File: config.mk
export PLATFORM = sky130hd
export DESIGN_NAME = game_screen_sequencer
export DESIGN_NICKNAME = d
export VERILOG_FILES = /design/src/rtl/game_pkg.sv /design/src/rtl/pulse_divider.sv /design/src/rtl/game_screen_sequencer.sv
export SDC_FILE = /design/constraint.sdc
export NUM_CORES = 1
export LEC_CHECK = 0
export ABC_AREA = 1
export CAP_MARGIN = 0
export CORE_UTILIZATION = 52
export DETAILED_ROUTE_END_ITERATION = 10
export HOLD_SLACK_MARGIN = 0.15
export PLACE_DENSITY = 0.81
export SYNTH_ARGS = -nofsm -noshare
export SYNTH_HDL_FRONTEND = slang
export SYNTH_HIERARCHICAL = 1
export SYNTH_SLANG_ARGS = --single-unit
File: constraint.sdc
create_clock -name clk -period 2.6 [get_ports clk]
set_input_delay 0.26 -clock clk [delete_from_list [all_inputs] [get_ports clk]]
set_output_delay 0.26 -clock clk [all_outputs]
set_load 0.01 [all_outputs]
File: src/rtl/game_pkg.sv
// game_pkg: shared screen encodings, RGB565 colours and OLED geometry
package game_pkg;

    typedef enum logic [1:0] {
        ST_START = 2'd0,
        ST_PLAY  = 2'd1,
        ST_WIN   = 2'd2,
        ST_LOSE  = 2'd3
    } state_t;

    localparam logic [15:0] BLACK  = 16'h0000;
    localparam logic [15:0] RED    = 16'hF800;
    localparam logic [15:0] YELLOW = 16'hFFC2;
    localparam logic [15:0] PINK   = 16'hFC0D;
    localparam logic [15:0] BLUE   = 16'h001F;
    localparam logic [15:0] ORANGE = 16'hFD20;
    localparam logic [15:0] GREEN  = 16'h07E0;

    localparam int OLED_W = 96;
    localparam int OLED_H = 64;

endpackage

File: src/rtl/pulse_divider.sv
// pulse_divider: free-running 0..DIV-1 counter emitting a one-cycle pulse on its wrap cycle
module pulse_divider #(
    parameter int DIV = 4
) (
    input  logic clk,
    input  logic reset,
    input  logic clr,
    output logic pulse
);

    localparam int W = $clog2(DIV);

    logic [W-1:0] cnt_q;

    assign pulse = (cnt_q == W'(DIV - 1));

    // count up, restarting from zero on wrap, clear or reset
    always_ff @(posedge clk) begin
        if (reset || clr || pulse) cnt_q <= '0;
        else                       cnt_q <= cnt_q + 1'b1;
    end

endmodule

File: src/rtl/game_screen_sequencer.sv
// game_screen_sequencer: game-flow FSM, countdown timer, strike counter and registered pixel mux
module game_screen_sequencer
    import game_pkg::*;
#(
    parameter int TICK_DIV    = 100_000_000,
    parameter int TIME_LIMIT  = 60,
    parameter int MAX_STRIKES = 3,
    parameter int FLASH_DIV   = 25_000_000
) (
    input  logic        clk,
    input  logic        reset,
    input  logic        btn_start,
    input  logic        defused,
    input  logic        strike,
    input  logic [15:0] px_start,
    input  logic [15:0] px_game,
    input  logic [15:0] px_win,
    input  logic [15:0] px_lose,
    output logic [15:0] oled_data,
    output logic [1:0]  state,
    output logic [6:0]  time_left,
    output logic [1:0]  strikes,
    output logic        game_en,
    output logic        puzzle_rst
);

    state_t      state_q;
    logic [6:0]  time_q;
    logic [1:0]  strikes_q;
    logic [15:0] oled_q;
    logic [15:0] px_d;
    logic        btn_prev_q;
    logic        flash_q;
    logic        puzzle_rst_q;
    logic        press;
    logic        start_go;
    logic        go_lose;
    logic        tick;
    logic        flash_pulse;

    assign press    = btn_start & ~btn_prev_q;
    assign start_go = (state_q == ST_START) && press;
    // defused wins; otherwise the last second running out or the final strike both end the game
    assign go_lose  = (state_q == ST_PLAY) && !defused &&
                      ((tick && time_q == 7'd1) || (strike && strikes_q == 2'(MAX_STRIKES - 1)));

    pulse_divider #(.DIV(TICK_DIV)) u_tick (
        .clk   (clk),
        .reset (reset),
        .clr   (start_go),
        .pulse (tick)
    );

    pulse_divider #(.DIV(FLASH_DIV)) u_flash (
        .clk   (clk),
        .reset (reset),
        .clr   (go_lose),
        .pulse (flash_pulse)
    );

    assign px_d = (state_q == ST_PLAY) ? px_game :
                  (state_q == ST_WIN)  ? px_win  :
                  (state_q == ST_LOSE) ? (flash_q ? RED : px_lose) : px_start;

    // screen sequencing with registered pixel stream, counters and puzzle clear pulse
    always_ff @(posedge clk) begin
        if (reset) begin
            state_q      <= ST_START;
            oled_q       <= BLACK;
            time_q       <= 7'(TIME_LIMIT);
            strikes_q    <= '0;
            puzzle_rst_q <= 1'b0;
            flash_q      <= 1'b0;
            btn_prev_q   <= 1'b1;
        end else begin
            btn_prev_q   <= btn_start;
            oled_q       <= px_d;
            puzzle_rst_q <= 1'b0;
            case (state_q)
                ST_START: begin
                    if (press) begin
                        state_q      <= ST_PLAY;
                        puzzle_rst_q <= 1'b1;
                        time_q       <= 7'(TIME_LIMIT);
                        strikes_q    <= '0;
                    end
                end
                ST_PLAY: begin
                    if (defused) begin
                        state_q <= ST_WIN;
                    end else begin
                        if (tick && time_q != 7'd0) time_q <= time_q - 7'd1;
                        if (strike && strikes_q != 2'(MAX_STRIKES)) strikes_q <= strikes_q + 2'd1;
                        if (go_lose) begin
                            state_q <= ST_LOSE;
                            flash_q <= 1'b0;
                        end
                    end
                end
                ST_WIN: begin
                    if (press) state_q <= ST_START;
                end
                ST_LOSE: begin
                    if (flash_pulse) flash_q <= ~flash_q;
                    if (press) state_q <= ST_START;
                end
            endcase
        end
    end

    assign oled_data  = oled_q;
    assign state      = state_q;
    assign time_left  = time_q;
    assign strikes    = strikes_q;
    assign game_en    = (state_q == ST_PLAY);
    assign puzzle_rst = puzzle_rst_q;

endmodule
==> summary.md <==
| Metric | Value |
|---|---|
| VDD IR-drop max | 326.0 µV |
| Crit path arrival time | 2.44 ns |
| Crit path capture type | register |
| WL final | roughly 11 mm |
| Static Leak | 2.314 nW |
| Ys Warns | 6 |
| HP Class | reg -> reg |
| Syn_nets | 799 |
| Unrepaired setup endpoints after global routing | false |
| Global route overflow | 0 |
| Clk_lat worst skew | 0.36 ns |
| Horiz. Die Dim | 96.18 µm |
| Slew Limit Fails | 0 |
| Hold Path End | u_flash/cnt_q[0]$_SDFF_PP0_ |
| Crit-path leading delay family | simple AND/OR/NAND/NOR gates |
| Most used cell, CP | nor2_1 |
| Most common cell in the synthesized netlist | nand2_1 |
| Layout cells sized above 1 | 0.05704 |
| Cells on worst reg2reg path | 12 |
| Dpl cells | 913 |
| Diodes inserted | 0 |
| EDFF count, synth | 0 |
| Max cap viols | 0 |
| Crit path buf inv count | 1 |
| Status | complete, no violations |
| Starting density of the core | 0.5502 |
| Period utilization | 0.8446 |
| Required time worst endpoint | between 2 and 3 ns |
| Vias per cell | 5.112 |
| Hold Vio Cnt, Final | 0 |
| Slew headroom | 0.5537 |
| Hold Buf Count CTS | 0 |
| Vias in the first global route | 4551 |
| Post-synth ARST share | 0 |
| Setup Viol. Count Final | 0 |
| Fmax | roughly 460 MHz |
| Hold Crit Start | u_flash/cnt_q[0]$_SDFF_PP0_ |
| Tot Pwr | ~3.1 mW |
| Measured slew at the worst slew-check pin | 0.6654 ns |
| Main combinational cell family by area after synthesis | simple AND/OR/NAND/NOR gates |
| Final Util | 0.6958 |
| Synth area leaders | dfxtp_1 36%, nand2_1 17%, nor2_1 9.8% |
| Hold Path Depth | 1 |
| Port bufs | 97 |
| Post-Synth XOR/XNOR Area | 0.03798 |
| Compound-Gate Fraction of Synth Area | 0.09251 |
| First-pass GRT wire length | 18.72 mm |
| Area delta synth->final | 26.45% |
| Post-layout min period | 2.196 ns |
| Clock Root Buffer | clkbuf_8 |
| Ys flop type | dfxtp_1 |
| Crit-path cells | ha_1, nand3_1, nor2_1, nand2_1, nor2_1, nand3_1, o21ai_0, nand2_1, inv_1, nor2_1, nand2_4, nor2_1 |
| Row count | 33 |
| Largest net degree at the start of global routing | 27 |
| CP max stage delay | between 0.3 and 0.4 ns |
| Worst Setup Start Kind | register |
| Number of unique standard cell types used by synthesis | 28 |
| Cell Count, Final, Fillers Out | approximately 930 |
| Cell Pwr Density | 527.4 nW/µm² |
| Avg Inst Size Synth | 6.370 µm² |
| Core Area | 8382 µm² |
| Initial antenna violation count | 0 |
| Critical Path Fanout Max | 25 |
| Crit-path slowest cell | dfxtp_1 |
| Vias post-DR | around 4700 |
| TNS Setup | 0 ns |
| Mapped Cells | 724 |
| Post-Synth Simple-Gate Area | 0.3896 |
| Post-Synth Adder-Cell Area | 0.01628 |
| Die Area | 9250 µm² |
| Critical R2R Capture | u_flash/cnt_q[22]$_SDFF_PP0_ |
| Worst setup path class | reg -> reg |
| Total CTS buffers | 9 |
| H-tree depth | 3 |
| Clock tree buffer depth | 2 |
| Post-DRT Antenna Nets | 0 |
| CTS tree | built |
| Share of the synthesized area in the top cell type | 0.3559 |
| # Post-CTS Setup Buffers | 0 |
| I/O pins | 98 |
| Clock transition at the registers of the reported paths | 0.09 ns |
| Flop-to-flop setup slack | 0.40 ns |
| Post-Syn Area | 4612 µm² |
| CTS resizes | 0 |
| Worst reg2reg path startpoint | u_tick/cnt_q[0]$_SDFF_PP0_ |
| DRC | 0 |
| Setup Skew | 0.01981 ns |
| CTS sink count | 82 |
| DP HPWL | 8.682 mm |
| Initial DRC Count | 166 |
| FF+latch count, synth | between 80 and 90 |
| DR WL/cell | 12.28 µm |
| Total global-route track usage | 0.2564 |
| Die H | 96.18 µm |
| Register area share after synthesis | 0.3559 |
| Layout Nets | about 890 |
| Area leader, netlist | dfxtp_1 |
| Mux share of post-synthesis cell area | 0 |
| Final Wtd Congestion | 0.8877 |
| Synth cell count leaders | 210 x nand2_1, 120 x nor2_1, 99 x inv_1 |
| TritonRoute pass-1 iters | 5 |
placed cells by master, fill, tap and decap left out, types with 3 or more instances in the layout:
cell	n
xor2_1	10
nand2_1	210
o221ai_1	5
nor3_1	3
buf_4	3
nor2_2	9
nand2_2	4
o21ai_0	28
nor2_1	120
nand4_1	6
dfxtp_1	82
inv_6	3
clkdlybuf4s50_1	97
ha_1	6
o211ai_1	12
clkbuf_8	10
a21oi_1	27
xnor2_1	10
inv_1	99
nor2_4	8
nand3_1	61
final cells by class:
| type | instances | area, µm² |
|---|---|---|
| Clock buffer | 10 | 137.6 |
| Clock inverter | 6 | 71.32 |
| Fill cell | 724 | 2550 |
| Inverter | 102 | 382.9 |
| Multi-Input combinational cell | 524 | 2474 |
| Sequential cell | 82 | 1642 |
| Tap cell | 105 | 131.4 |
| Timing Repair Buffer | 100 | 993.5 |
per-stage QoR:
stage	cell area [µm²]	hold slack, ns	worst slack (ns)
after detailed placement	5623	0.4360	0.4354
after CTS	5832	0.4522	0.4119
after global placement	5623	0.4255	0.5105
final	5832	0.4490	0.4039
after floorplan	4612	0.3291	0.7590
after global routing	5832	0.4583	0.06650
kinds of logic after synthesis:
logic type | count (synthesis)
AOI/OAI and AO/OA | 74
DFF | 82
and+or+nand+nor | 424
xor gates and xnor gates | 20
adders and majority gates | 6
buffers and inverters | 118
flip-flops by register name, indices dropped and copies added (netlist names):
name and cells:
btn_prev_q 1, flash_q 1, oled_data 16, puzzle_rst 1, state 2, strikes 2, time_left 7, u_flash/cnt_q 25
u_tick/cnt_q 27
power by group:
part / internal, mW / leakage, nW / switching [mW]
clock network: 0.481 / 0.0999 / 0.498
registers: 1.34 / 0.668 / 0.0615
logic: 0.345 / 1.55 / 0.352
how the worst max path moves through the flow:
stage | from | endpoint | slack (ns) | cells past startpoint
6_report | u_tick/cnt_q[0]$_SDFF_PP0_ | u_flash/cnt_q[22]$_SDFF_PP0_ | 0.40 | 12
5_1_grt | u_tick/cnt_q[0]$_SDFF_PP0_ | u_flash/cnt_q[11]$_SDFF_PP0_ | 0.07 | 12
4_1_cts | u_tick/cnt_q[0]$_SDFF_PP0_ | u_flash/cnt_q[11]$_SDFF_PP0_ | 0.41 | 12
3_3_place_gp | u_tick/cnt_q[0]$_SDFF_PP0_ | u_flash/cnt_q[11]$_SDFF_PP0_ | 0.51 | 12
2_1_floorplan | u_tick/cnt_q[0]$_SDFF_PP0_ | u_flash/cnt_q[14]$_SDFF_PP0_ | 0.76 | 13
3_5_place_dp | u_tick/cnt_q[0]$_SDFF_PP0_ | u_flash/cnt_q[22]$_SDFF_PP0_ | 0.44 | 12
layer usage:
layer  GRT usage  share of wire
met2      0.4799           0.52
met1      0.2780           0.42
met5           0              0
met4      0.1007          0.018
met3     0.05529          0.050
No activity file was read; power rests on OpenSTA's default activity.
